$ cat config.mk
export PLATFORM = sky130hd
export DESIGN_NAME = serial_slice_adder_flat
export DESIGN_NICKNAME = d
export VERILOG_FILES = /design/src/rtl/serial_slice_adder_if.sv /design/src/rtl/serial_slice_adder.sv /design/src/flat_wrapper.sv
export SDC_FILE = /design/constraint.sdc
export NUM_CORES = 1
export LEC_CHECK = 0
export ABC_AREA = 1
export BUFFER_PORTS_ARGS = -buffer_cell sky130_fd_sc_hd__buf_2
export CORE_MARGIN = 2
export CORE_UTILIZATION = 40
export CTS_CLUSTER_DIAMETER = 120
export DETAILED_ROUTE_END_ITERATION = 16
export SYNTH_ARGS = -nofsm -noshare
export SYNTH_HDL_FRONTEND = slang
export SYNTH_SLANG_ARGS = --single-unit
$ cat constraint.sdc
create_clock -name clk -period 1.25 [get_ports clk]
set_input_delay 0.125 -clock clk [delete_from_list [all_inputs] [get_ports clk]]
set_output_delay 0.125 -clock clk [all_outputs]
set_load 0.1 [all_outputs]
$ cat src/rtl/serial_slice_adder_if.sv
// Handshake and operand/result bundle for the serial slice adder.
// The master side issues operations; the slave side (the adder) answers.
interface serial_slice_adder_if #(
  parameter int WIDTH = 8
);
  logic             start;
  logic [WIDTH-1:0] a;
  logic [WIDTH-1:0] b;
  logic             cin;
  logic             sub;
  logic             busy;
  logic             done;
  logic [WIDTH-1:0] sum;
  logic             cout;
  logic             ovf;

  modport master (
    output start, a, b, cin, sub,
    input  busy, done, sum, cout, ovf
  );

  modport slave (
    input  start, a, b, cin, sub,
    output busy, done, sum, cout, ovf
  );
endinterface

$ cat src/rtl/serial_slice_adder.sv
// Multi-cycle add/subtract unit: walks a WIDTH-bit operand pair through a
// SLICE-bit ripple-carry chain, one slice per clock, LSB slice first.
// Subtraction is done as A + ~B + !cin, so cout=1 means "no borrow".
module serial_slice_adder #(
  parameter int WIDTH = 8,
  parameter int SLICE = 1
) (
  input logic                clk,
  input logic                rst,
  serial_slice_adder_if.slave bus
);

  localparam int N  = WIDTH / SLICE;
  localparam int CW = $clog2(N + 1);

  typedef enum logic [1:0] {
    IDLE,
    RUN,
    DONE
  } state_t;

  state_t           state;
  state_t           state_next;

  logic [WIDTH-1:0] a_reg;
  logic [WIDTH-1:0] b_reg;
  logic [WIDTH-1:0] acc;
  logic [WIDTH-1:0] acc_next;
  logic [WIDTH-1:0] sum_reg;
  logic             carry;
  logic [CW-1:0]    count;
  logic             cout_reg;
  logic             ovf_reg;

  logic [SLICE:0]   chain;
  logic [SLICE-1:0] slice_sum;
  logic             last;

  // Ripple the current low slice of A and B' through the carry chain and
  // pre-compute the shifted accumulator (new slice enters at the MSB end).
  always_comb begin
    chain     = '0;
    slice_sum = '0;
    chain[0]  = carry;
    for (int i = 0; i < SLICE; i++) begin
      slice_sum[i] = a_reg[i] ^ b_reg[i] ^ chain[i];
      chain[i+1]   = (a_reg[i] & b_reg[i]) | (chain[i] & (a_reg[i] ^ b_reg[i]));
    end
    acc_next = (WIDTH'(slice_sum) << (WIDTH - SLICE)) | (acc >> SLICE);
    last     = (count == CW'(N - 1));
  end

  // State register.
  always_ff @(posedge clk or posedge rst) begin
    if (rst) begin
      state <= IDLE;
    end else begin
      state <= state_next;
    end
  end

  // Next-state logic: accept in IDLE, leave RUN after the last slice,
  // DONE lasts exactly one cycle.
  always_comb begin
    state_next = state;
    case (state)
      IDLE:    if (bus.start) state_next = RUN;
      RUN:     if (last) state_next = DONE;
      DONE:    state_next = IDLE;
      default: state_next = IDLE;
    endcase
  end

  // Datapath: capture operands on accept, shift one slice per RUN cycle,
  // and publish sum/flags only on the final slice so they hold between ops.
  always_ff @(posedge clk or posedge rst) begin
    if (rst) begin
      a_reg    <= '0;
      b_reg    <= '0;
      acc      <= '0;
      sum_reg  <= '0;
      carry    <= 1'b0;
      count    <= '0;
      cout_reg <= 1'b0;
      ovf_reg  <= 1'b0;
    end else begin
      case (state)
        IDLE: begin
          if (bus.start) begin
            a_reg <= bus.a;
            b_reg <= bus.sub ? ~bus.b : bus.b;
            carry <= bus.cin ^ bus.sub;
            count <= '0;
            acc   <= '0;
          end
        end
        RUN: begin
          a_reg <= a_reg >> SLICE;
          b_reg <= b_reg >> SLICE;
          carry <= chain[SLICE];
          acc   <= acc_next;
          if (last) begin
            count    <= '0;
            sum_reg  <= acc_next;
            cout_reg <= chain[SLICE];
            ovf_reg  <= chain[SLICE] ^ chain[SLICE-1];
          end else begin
            count <= count + CW'(1);
          end
        end
        default: ;
      endcase
    end
  end

  assign bus.busy = (state == RUN);
  assign bus.done = (state == DONE);
  assign bus.sum  = sum_reg;
  assign bus.cout = cout_reg;
  assign bus.ovf  = ovf_reg;

endmodule

$ cat src/flat_wrapper.sv
// flat-port wrapper written by rule: the top's interface ports become plain ports
module serial_slice_adder_flat 
#(
  parameter int WIDTH = 8,
  parameter int SLICE = 1
)
  (clk, rst, bus_start, bus_a, bus_b, bus_cin, bus_sub, bus_busy, bus_done, bus_sum, bus_cout, bus_ovf);
  serial_slice_adder_if #(.WIDTH(WIDTH)) bus_i ();
  input logic clk;
  input logic rst;
  input wire logic [$bits(bus_i.start)-1:0] bus_start;
  input wire logic [$bits(bus_i.a)-1:0] bus_a;
  input wire logic [$bits(bus_i.b)-1:0] bus_b;
  input wire logic [$bits(bus_i.cin)-1:0] bus_cin;
  input wire logic [$bits(bus_i.sub)-1:0] bus_sub;
  output wire logic [$bits(bus_i.busy)-1:0] bus_busy;
  output wire logic [$bits(bus_i.done)-1:0] bus_done;
  output wire logic [$bits(bus_i.sum)-1:0] bus_sum;
  output wire logic [$bits(bus_i.cout)-1:0] bus_cout;
  output wire logic [$bits(bus_i.ovf)-1:0] bus_ovf;
  assign bus_i.start = bus_start;
  assign bus_i.a = bus_a;
  assign bus_i.b = bus_b;
  assign bus_i.cin = bus_cin;
  assign bus_i.sub = bus_sub;
  assign bus_busy = bus_i.busy;
  assign bus_done = bus_i.done;
  assign bus_sum = bus_i.sum;
  assign bus_cout = bus_i.cout;
  assign bus_ovf = bus_i.ovf;
  serial_slice_adder #(.WIDTH(WIDTH), .SLICE(SLICE)) u_core (.clk(clk), .rst(rst), .bus(bus_i));
endmodule
Yosys cells after proc, flatten, opt, wreduce, memory -nomap -nowiden:

Cells that the tools add are included.

* flip-flop bits (word level): 41
* bits in latches: 0
* memory bits (writable): 0
* memory bits (read-only): 0
* bits of input ports: 21
* output and inout port bits: 12
* word-level logic and storage cells: 44
* memories kept: 0

* $add $sub $neg: 1
* multipliers: 0
* divide/modulo/power cells: 0
* order comparisons: 0
* eq/ne operators: 5
* shift operators: 0
* muxes and demuxes: 15
* bitwise gates (word level): 9
* reduce and logical (&&, ||, !) cells: 5

Operators with widths (number)
* 8-bit one-hot mux with 2 select lines: 3
* 8-bit 2-to-1 mux: 4
* 4-bit 2-to-1 mux: 2
* 8-bit NOT: 1
* 8-bit by 7-bit OR with 8-bit output: 1
* 4-bit one-hot mux with 2 select lines: 1
* 2-bit AND reduction: 3
* 4-bit by 1-bit adder with 4-bit output, second input constant: 1
* 4-bit by 3-bit == test with 1-bit output, second input constant: 1
* 2-bit 2-to-1 mux: 2
* 2-bit one-hot mux with 2 select lines: 1
* 1-bit bitwise XOR: 4
* 1-bit bitwise AND: 2
* 2-bit by 1-bit == test with 1-bit output, second input constant: 1
* 2-bit == test, second input constant: 1
* 2-bit logical NOT: 1
* 2-bit by 1-bit != test with 1-bit output, second input constant: 1
* 2-bit != test, second input constant: 1
* 1-bit one-hot mux with 2 select lines: 1
* 2-bit nonzero test: 1
* 1-bit 2-to-1 mux: 1
* 1-bit OR: 1

Depth between registers and ports, before layout:

Gate-level depths: netlist (run 1).

* depth in word-level cells: 4
* gate-level depth with buffers: 7
* depth with buffers taken out: 6

Worst setup path before layout (run 1):

No wires, ideal clock.

* kind: register to output
* start: register u_core.state[0]
* end: output bus_done
* arrival time: 1726 ps
* required time: 1125 ps
* setup slack: -601 ps
* cell stages (with the launch flop): 2
* path buffers: 0
* cells stage by stage: dfrtp_1 -> nor2_1

* longest elaborated chain between the ends: 1

Ends and longest elaborated chain
* start: declaration: line serial_slice_adder.sv:22 `state_t state;`
* start signal: assignment: line serial_slice_adder.sv:58 `state <= state_next;`
* 2-bit == test: line serial_slice_adder.sv:117 `assign bus.done = (state == DONE);`
* end: declaration: line flat_wrapper.sv:17 `output wire logic [$bits(bus_i.done)-1:0] bus_done;`

No other way between the ends.

Final worst setup path (run 1):

Same ends and word-level chain as after synthesis.

==> impl_metrics.py, run 1 <==
metrics = {
    "status": {
        "status": "complete, but fails checks",
        "violations": "negative setup slack",
    },
    "setup_path": {
        "reg2reg_depth": 7,
        "slowest_delay_ns": 0.43,
        "end_kind": "primary output",
        "cp-endpoint": "bus_done",
        "rr_startpoint": "u_core.count[1]$_DFFE_PP0P_",
        "start_kind": "flop",
        "worst-path-buf-inv": 2,
        "crit_type": "flop to primary output",
        "r2r_slack_ns": 0.01,
        "rr_endpoint": "u_core.bus.sum[7]$_DFFE_PP0P_",
        "worstPathCellList": "buf_6 > nor2_4 > buf_12",
        "worstSetupPathDepth": 3,
        "cp_slowest_cell": "dfrtp_1",
        "critPathMaxFanout": 3,
        "worstPathRequired_ns": 1.12,
        "crit_family": "flip-flops",
        "critPathArrivalTime_ns": 1.14,
        "startpoint": "u_core.state[0]$_DFFE_PP0P_",
    },
    "finish": {
        "finalInstanceArea_sq_um": 2460,
        "postLayoutCoreUtil": 0.558,
        "layoutNonFillerInstCount": 302,
        "n_antenna_cell": 0,
        "syn2layout_area_growth_pct": 33.0,
        "layout.nets": 272,
        "drive_gt1_frac": 0.388,
    },
    "timing": {
        "min_period_ns": 1.27,
        "tightest_slew_ns": 0.487,
        "setup_ws_ns": -0.0151,
        "grt_setup_unrepaired": "true",
        "final-setup-viol-count": 2,
        "hold_viol_final": 0,
        "maxSlewHeadroom": 0.677,
        "fin_crit_sh": 1.01,
        "fmax_mhz": 790,
        "timing.hold.ws_ns": 0.0375,
        "clock_skew_ns": 0.00857,
        "slew_violations": 0,
    },
    "clock_tree": {
        "cts-buffers-inserted": 5,
        "cts_root_buf": "clkbuf_8",
        "cts.reportedPaths.clkPinSlew_ns": 0.08,
        "cts_buffer_depth": 2,
        "cts_tree": "yes",
        "clk_latency_ns": 0.29,
        "htree_num_levels": 2,
        "clock-sinks": 40,
    },
    "logic_synthesis": {
        "synth_seq_cells": 40,
        "synth-async-reset-ratio": 1.00,
        "synthCells": 193,
        "synth_edf_count": 0,
        "seq_area_frac_synth": 0.540,
        "ys_types": 24,
        "syn_nets": 216,
        "synth_area_sq_um": 1850,
        "postSynthAreaPerCell_sq_um": 9.60,
        "yosysWarnings": 0,
        "synth_flop_cell": "dfrtp_1",
    },
    "floorplanning": {
        "die_w_um": 72.1,
        "core_area_sq_um": 4410,
        "floorplan.initialDensity": 0.420,
        "dieArea_sq_um": 5190,
        "rows": 24,
        "ios": 33,
        "die_h_um": 72.1,
    },
    "run": {
        "drv_cap": 0,
    },
    "place": {
        "gp_congestion": 0.713,
        "dp.cells": 281,
        "place_area_sq_um": 2140,
        "place_hpwl_mm": 2.26,
        "port_buffers": 32,
    },
    "routing": {
        "drtIter0Drc": 61,
        "routed_wirelength_mm": 3.60,
        "antenna_left": 0,
        "vias_per_cell": 4.63,
        "route.detailed.drc": 0,
        "wire_per_inst_um": 11.9,
        "firstDrtPassIters": 4,
        "vias": 1397,
    },
    "grt": {
        "grt_pass1_vias": 1356,
        "grt_max_degree": 41,
        "grt_pass1_wl_mm": 6.11,
        "gr-total-overflow": 0,
        "grt_use_total": 0.152,
        "antenna_found_initial": 0,
    },
    "power": {
        "power_density_nw_per_um2": 2600,
        "p_total_mw": 6.41,
        "leakage_nw": 1.25,
        "ir_drop_uv": 1190,
    },
    "min_path": {
        "hp-class": "primary input to flop",
    },
}
report_power, final:
group | switching (mW) | internal (mW) | leakage (nW)
sequential | 0.288 | 1.76 | 0.522
combinational | 2.24 | 1.08 | 0.671
clock | 0.449 | 0.593 | 0.0552
cells in the final DEF (no fill, tap or decap), types with 5 or more instances in the layout:
cell type   n
nand2_1    61
dfrtp_1    40
buf_2      25
nand3_1    14
buf_4      14
inv_1      13
nand2_4     9
xor2_1      9
o21ai_2     8
nand2_2     7
o22ai_1     6
clkbuf_8    5
clkbuf_4    5
logic make-up after synthesis:
family | count (synthesis) | synth area share
AOI/OAI and AO/OA | 21 | 0.0770
xor gates and xnor gates | 10 | 0.0473
adders and majority gates | 2 | 0.0176
buffers and inverters | 23 | 0.0803
DFF | 40 | 0.540
and+or+nand+nor | 97 | 0.238
per-layer routing:
layer | vias up | wire length [um] | GRT usage
li1 | 726 | - | -
met1 | 636 | 1780 | 0.189
met2 | 30 | 1610 | 0.249
met3 | 5 | 174 | 0.0458
met4 | 0 | 36 | 0.0566
met5 | - | 0 | 0
tightest hold or removal path: cells and delay by family:
family                 cells  cell delay (ns)
buffers and inverters      1             0.08
AND/OR/NAND/NOR            2             0.09
worst min path at each step:
| stage | to | depth (start not counted) | startpoint | slack (ns) |
|---|---|---|---|---|
| 3_5_place_dp | u_core.bus.cout$_DFFE_PP0P_ | 3 | rst | 0.20 |
| 4_1_cts | u_core.a_reg[7]$_DFFE_PP0P_ | 3 | bus_a[7] | 0.03 |
| 5_1_grt | u_core.a_reg[5]$_DFFE_PP0P_ | 3 | bus_a[5] | 0.04 |
| 6_report | u_core.a_reg[7]$_DFFE_PP0P_ | 3 | bus_a[7] | 0.04 |
| 3_3_place_gp | u_core.bus.cout$_DFFE_PP0P_ | 3 | rst | 0.20 |
| 2_1_floorplan | u_core.a_reg[7]$_DFFE_PP0P_ | 2 | bus_a[7] | 0.24 |
metrics by stage:
stage                     setup WS (ns)  setup TNS (ns)
after floorplan                  0.0160               0
after global placement           0.0141               0
after detailed placement       -0.00489        -0.00489
after CTS                       -0.0255         -0.0549
after global routing            -0.0623          -0.568
final                           -0.0151         -0.0261
layout make-up:
class                      count  area [sq um]
clock inverter                 2          35.0
clock buffer                   6          72.6
multi-input combinational    133           816
timing repair buffer          53           403
sequential                    40          1000
inverter                      16          72.6
tap                           52          65.1
fill                         373          1950
synth_stat cells (2+ instances only):
cell type	number	share of area
nor2_1	2	0.0041
o21ai_1	3	0.0081
inv_1	13	0.026
buf_12	2	0.022
nand3_2	3	0.016
o22ai_1	6	0.020
nand2_4	3	0.018
nor2_4	2	0.012
inv_4	2	0.0068
dfrtp_1	40	0.54
buf_6	3	0.018
o21ai_0	3	0.0081
nand2_1	72	0.15
o21ai_2	8	0.038
nand3_1	14	0.038
xor2_1	9	0.043
timing repair:
item                       CTS  global route
gates resized for setup      3            31
gates cloned                 0             3
setup endpoints to repair    3            32
buffers inserted             5             4
hold buffers                 1             0
pin swaps                    3             6
hold endpoints to repair    40             0
No activity file was read; power rests on OpenSTA's default activity.
==> run 2: changes to the inputs <==
--- a/config.mk
+++ b/config.mk
@@ -12,4 +12,6 @@
 export CTS_CLUSTER_DIAMETER = 120
 export DETAILED_ROUTE_END_ITERATION = 16
+export HOLD_SLACK_MARGIN = 0.08
+export MAX_ROUTING_LAYER = met4
 export SYNTH_ARGS = -nofsm -noshare
 export SYNTH_HDL_FRONTEND = slang
==> constraint.sdc (replaced) <==
create_clock -name clk -period 1.25 [get_ports clk]
set_input_delay 0.125 -clock clk [delete_from_list [all_inputs] [get_ports clk]]
set_output_delay 0.125 -clock clk [all_outputs]
set_load 0.005 [all_outputs]
==> impl_metrics.py, run 2 (synthesized netlist as in run 1, its figures left out) <==
metrics = {
    "setup_path": {
        "start_kind": "flop",
        "critPathMaxFanout": 4,
        "critPathArrivalTime_ns": 1.12,
        "end_kind": "primary output",
        "slowest_delay_ns": 0.38,
        "cp_slowest_cell": "dfrtp_1",
        "crit_type": "flop to primary output",
        "r2r_slack_ns": 0.02,
        "crit_family": "flip-flops",
        "worstPathRequired_ns": 1.12,
        "worst-path-buf-inv": 4,
        "worstPathCellList": "inv_2 > nand2_4 > inv_6 > buf_12 > buf_6",
    },
    "grt": {
        "grt_pass1_wl_mm": 5.80,
        "gr-total-overflow": 0,
        "grt_pass1_vias": 1361,
        "grt_max_degree": 41,
        "antenna_found_initial": 0,
        "grt_use_total": 0.150,
    },
    "power": {
        "seq_power_share": 0.420,
        "internal_power_mw": 3.08,
        "pwr-share-clk": 0.185,
        "power_density_nw_per_um2": 2040,
        "ir_drop_uv": 818,
        "p_comb_frac": 0.395,
        "leakage_nw": 1.22,
        "switching_share": 0.353,
        "net-switching-power_mw": 1.68,
    },
    "routing": {
        "vias": 1387,
        "route.detailed.drc": 0,
        "drtIter0Drc": 65,
        "vias_per_cell": 4.61,
        "wire_per_inst_um": 11.5,
        "firstDrtPassIters": 4,
        "routed_wirelength_mm": 3.46,
        "antenna_left": 0,
    },
    "run": {
        "drv_cap": 0,
    },
    "timing": {
        "final.setup.tns_ns": 0,
        "fin_crit_sh": 0.993,
        "maxSlewHeadroom": 0.833,
        "final-setup-viol-count": 0,
        "clock_skew_ns": 0.00258,
        "fmax_mhz": 806,
        "min_period_ns": 1.24,
        "timing.hold.ws_ns": 0.0899,
        "grt_setup_unrepaired": "true",
        "tightest_slew_ns": 0.250,
        "slew_violations": 0,
        "hold_viol_final": 0,
    },
    "place": {
        "port_buffers": 32,
        "gp_congestion": 0.727,
        "place_hpwl_mm": 2.19,
    },
    "clock_tree": {
        "cts_root_buf": "clkbuf_8",
        "htree_num_levels": 2,
        "clock-sinks": 40,
        "cts_buffer_depth": 2,
        "cts.reportedPaths.clkPinSlew_ns": 0.07,
        "clk_latency_ns": 0.29,
        "cts-buffers-inserted": 5,
        "cts_tree": "yes",
    },
    "floorplanning": {
        "floorplan.initialDensity": 0.420,
        "dieArea_sq_um": 5190,
        "die_h_um": 72.1,
        "rows": 24,
        "ios": 33,
        "die_w_um": 72.1,
        "core_area_sq_um": 4410,
    },
    "finish": {
        "n_antenna_cell": 0,
        "syn2layout_area_growth_pct": 26.0,
        "layout.nets": 271,
        "layout_commonest_cell": "nand2_1",
        "drive_gt1_frac": 0.305,
        "layout_common_cells": "nand2_1 (72), dfrtp_1 (39), buf_2 (31)",
    },
    "status": {
        "status": "finished, final reports clean",
    },
    "min_path": {
        "hp-class": "primary input to flop",
    },
}
[run 2: cell types whose count changed in the layout (fill, tap and decap cells not counted), sizes merged]
cell         previous run  this run
clkinv                  1         2
bufinv                  1         0
clkbuf                 11         6
dlygate4sd3             1         8
nand2                  78        75
[run 2: layout make-up]
| cell class | count | area [sq um] |
|---|---|---|
| Clock buffer | 6 | 82.6 |
| Clock inverter | 2 | 10.0 |
| Fill cell | 418 | 2080 |
| Inverter | 16 | 67.6 |
| Multi-Input combinational cell | 130 | 716 |
| Sequential cell | 40 | 1000 |
| Tap cell | 52 | 65.1 |
| Timing Repair Buffer | 55 | 392 |
[run 2: metal layers]
layer  up-vias  global-route usage  wire, um
met3         6              0.0347       141
met4         0              0.0692        63
li1        716                   -         -
met1       636               0.176      1610
met2        29               0.244      1650
met5         -                   -         0
[run 2: final timing paths]
kind / to / from / depth (start not counted)
max: bus_busy / u_core.state[1]$_DFFE_PP0P_ / 5
min: u_core.a_reg[0]$_DFFE_PP0P_ / bus_a[0] / 3
max reg2reg: u_core.bus.ovf$_DFFE_PP0P_ / u_core.carry$_DFFE_PP0P_ / 3
min reg2reg: u_core.bus.sum[3]$_DFFE_PP0P_ / u_core.bus.sum[3]$_DFFE_PP0P_ / 2
max in group asynchronous: u_core.state[0]$_DFFE_PP0P_ / rst / 4
min in group asynchronous: u_core.b_reg[1]$_DFFE_PP0P_ / rst / 4
[run 2: metrics by stage]
stage	cells	utilization	worst slack, ns	power (mW)	area [sq um]
5_1_grt	301	0.529	-0.0760	5.16	2330
6_report	301	0.529	0.00857	4.76	2330
3_3_place_gp	280	0.474	0.0177	3.71	2090
3_5_place_dp	280	0.474	0.00616	3.74	2090
2_1_floorplan	193	-	0.0167	3.28	1850
4_1_cts	299	0.519	-0.0118	4.72	2290
[run 2: repair_timing]
action,4_1_cts,5_1_grt
gates resized for setup,1,6
setup buffers,3,2
setup endpoints to repair,7,12
hold buffers,8,0
pin swaps,1,1
hold endpoints to repair,47,0
[run 2: power by group through the flow]
| stage | sequential (mW) | clock [mW] | combinational [mW] |
|---|---|---|---|
| after detailed placement | 2.03 | 0 | 1.71 |
| after CTS | 2.00 | 0.913 | 1.80 |
| after global routing | 2.06 | 0.968 | 2.13 |
| final | 2.00 | 0.878 | 1.88 |
| after floorplan | 2.03 | 0 | 1.25 |
| after global placement | 2.03 | 0 | 1.68 |
[run 2: tightest hold or removal path: cells and delay by family]
kind | cells | cell delay, ns
and+or+nand+nor | 2 | 0.14
buffers and inverters | 1 | 0.08
==> run 3: changes to the inputs <==
Clock period 1.25 ns to 1 ns, I/O delays scaled along.
==> impl_metrics.py, run 3 (synthesized netlist as in run 1, its figures left out) <==
metrics = {
    "status": {
        "status": "complete, but fails checks",
        "violations": "negative setup slack",
    },
    "setup_path": {
        "start_kind": "flop",
        "critPathMaxFanout": 11,
        "end_kind": "flop",
        "worstPathCellList": "inv_2 > buf_6 > nand2_8 > buf_4 > nand2_8 > inv_8 > nand2_1 > nand3_1",
        "critPathArrivalTime_ns": 1.41,
        "worstPathRequired_ns": 1.18,
        "crit_type": "flop to flop",
        "cp_slowest_cell": "dfrtp_1",
        "reg2reg_depth": 8,
        "slowest_delay_ns": 0.38,
        "path_common_cell": "nand2_8",
    },
    "routing": {
        "drtIter0Drc": 92,
        "firstDrtPassIters": 4,
        "routed_wirelength_mm": 4.41,
        "vias_per_cell": 4.83,
        "route.detailed.drc": 0,
        "antenna_left": 0,
        "wire_per_inst_um": 13.6,
        "vias": 1571,
    },
    "clock_tree": {
        "cts-buffers-inserted": 5,
        "cts.reportedPaths.clkPinSlew_ns": 0.08,
        "htree_num_levels": 2,
        "cts_root_buf": "clkbuf_8",
        "cts_tree": "yes",
        "clk_latency_ns": 0.29,
        "cts_buffer_depth": 2,
        "clock-sinks": 40,
    },
    "finish": {
        "layout_common_cells": "nand2_1 (42), dfrtp_1 (39), buf_2 (31)",
        "layoutNonFillerInstCount": 325,
        "multi_input_area_sq_um": 951,
        "fillers": 377,
        "layout.nets": 295,
        "n_antenna_cell": 0,
        "finalInstanceArea_sq_um": 2830,
        "area.sequential_sq_um": 1000,
        "layout_commonest_cell": "nand2_1",
        "syn2layout_area_growth_pct": 52.9,
        "drive_gt1_frac": 0.509,
    },
    "grt": {
        "grt_max_degree": 41,
        "grt_pass1_wl_mm": 6.81,
        "grt_pass1_vias": 1470,
        "gr-total-overflow": 0,
        "antenna_found_initial": 0,
        "grt_use_total": 0.177,
    },
    "timing": {
        "final-setup-viol-count": 42,
        "fmax_mhz": 811,
        "setup_ws_ns": -0.233,
        "hold_viol_final": 0,
        "fin_crit_sh": 1.23,
        "maxSlewHeadroom": 0.825,
        "grt_setup_unrepaired": "true",
        "tightest_slew_ns": 0.261,
        "min_period_ns": 1.23,
        "clock_skew_ns": 0.00360,
        "slew_violations": 0,
    },
    "place": {
        "dp.cells": 285,
        "gp_congestion": 0.694,
        "place_hpwl_mm": 2.36,
        "port_buffers": 32,
        "place_area_sq_um": 2190,
        "post-place-ws_ns": -0.215,
    },
    "run": {
        "drv_cap": 0,
    },
    "floorplanning": {
        "ios": 33,
        "core_area_sq_um": 4410,
        "floorplan.initialDensity": 0.420,
        "rows": 24,
        "dieArea_sq_um": 5190,
        "die_w_um": 72.1,
        "die_h_um": 72.1,
    },
    "min_path": {
        "min_path_cells": 4,
        "hp-class": "primary input to flop",
    },
    "power": {
        "ir_drop_uv": 1260,
        "leakage_nw": 1.44,
        "power_density_nw_per_um2": 2600,
    },
}
-- run 3: path summary, 6_finish.rpt --
kind	slack [ns]	to	startpoint
hold reg to reg	0.49	u_core.bus.sum[3]$_DFFE_PP0P_	u_core.bus.sum[3]$_DFFE_PP0P_
hold / removal	0.09	u_core.b_reg[6]$_DFFE_PP0P_	bus_b[6]
setup / recovery	-0.23	u_core.a_reg[6]$_DFFE_PP0P_	u_core.state[1]$_DFFE_PP0P_
max in group asynchronous	0.41	u_core.state[0]$_DFFE_PP0P_	rst
min in group asynchronous	0.39	u_core.bus.sum[1]$_DFFE_PP0P_	rst
setup reg to reg	-0.23	u_core.a_reg[6]$_DFFE_PP0P_	u_core.state[1]$_DFFE_PP0P_
-- run 3: repair_timing --
item	CTS	global route
setup endpoints to repair	38	42
cloned	3	2
setup buffers	11	4
hold endpoints to repair	51	0
gates resized for setup	39	22
hold buffers	12	0
pin swaps	6	6
-- run 3: final cells by class --
| class | count | share of cell area |
|---|---|---|
| Multi-Input combinational cell | 133 | 0.336 |
| Clock buffer | 5 | 0.0243 |
| Timing Repair Buffer | 75 | 0.217 |
| Clock inverter | 3 | 0.0150 |
| Inverter | 16 | 0.0269 |
| Sequential cell | 40 | 0.354 |
| Timing Repair inverter | 1 | 0.00398 |
| Tap cell | 52 | 0.0230 |
-- run 3: through the flow --
stage          power, mW  TNS [ns]  hold WS, ns   util
4_1_cts             7.06     -5.91       0.0802  0.609
3_5_place_dp        4.97     -3.60        0.167  0.497
3_3_place_gp        4.92     -3.19        0.165  0.497
2_1_floorplan       4.24     -3.10       0.0788      -
6_report            7.36     -8.40       0.0856  0.642
5_1_grt             7.86    -10.90        0.102  0.642
-- run 3: worst max-delay path, delay by kind of cell, from the launching register on --
kind                   cells  cell delay [ns]
and+or+nand+nor            4             0.31
DFF                        1             0.38
buffers and inverters      4             0.42
-- run 3: routing by layer --
layer / vias up / global-route usage / routed length, um
met1: 758 / 0.211 / 1860
li1: 770 / - / -
met3: 8 / 0.0486 / 169
met2: 35 / 0.296 / 2310
met5: - / - / 0
met4: 0 / 0.0524 / 63
-- run 3: power breakdown --
part	leakage [nW]	internal [mW]	switching, mW
Sequential	0.522	2.20	0.362
Clock	0.0541	0.739	0.592
Combinational	0.865	1.69	1.78
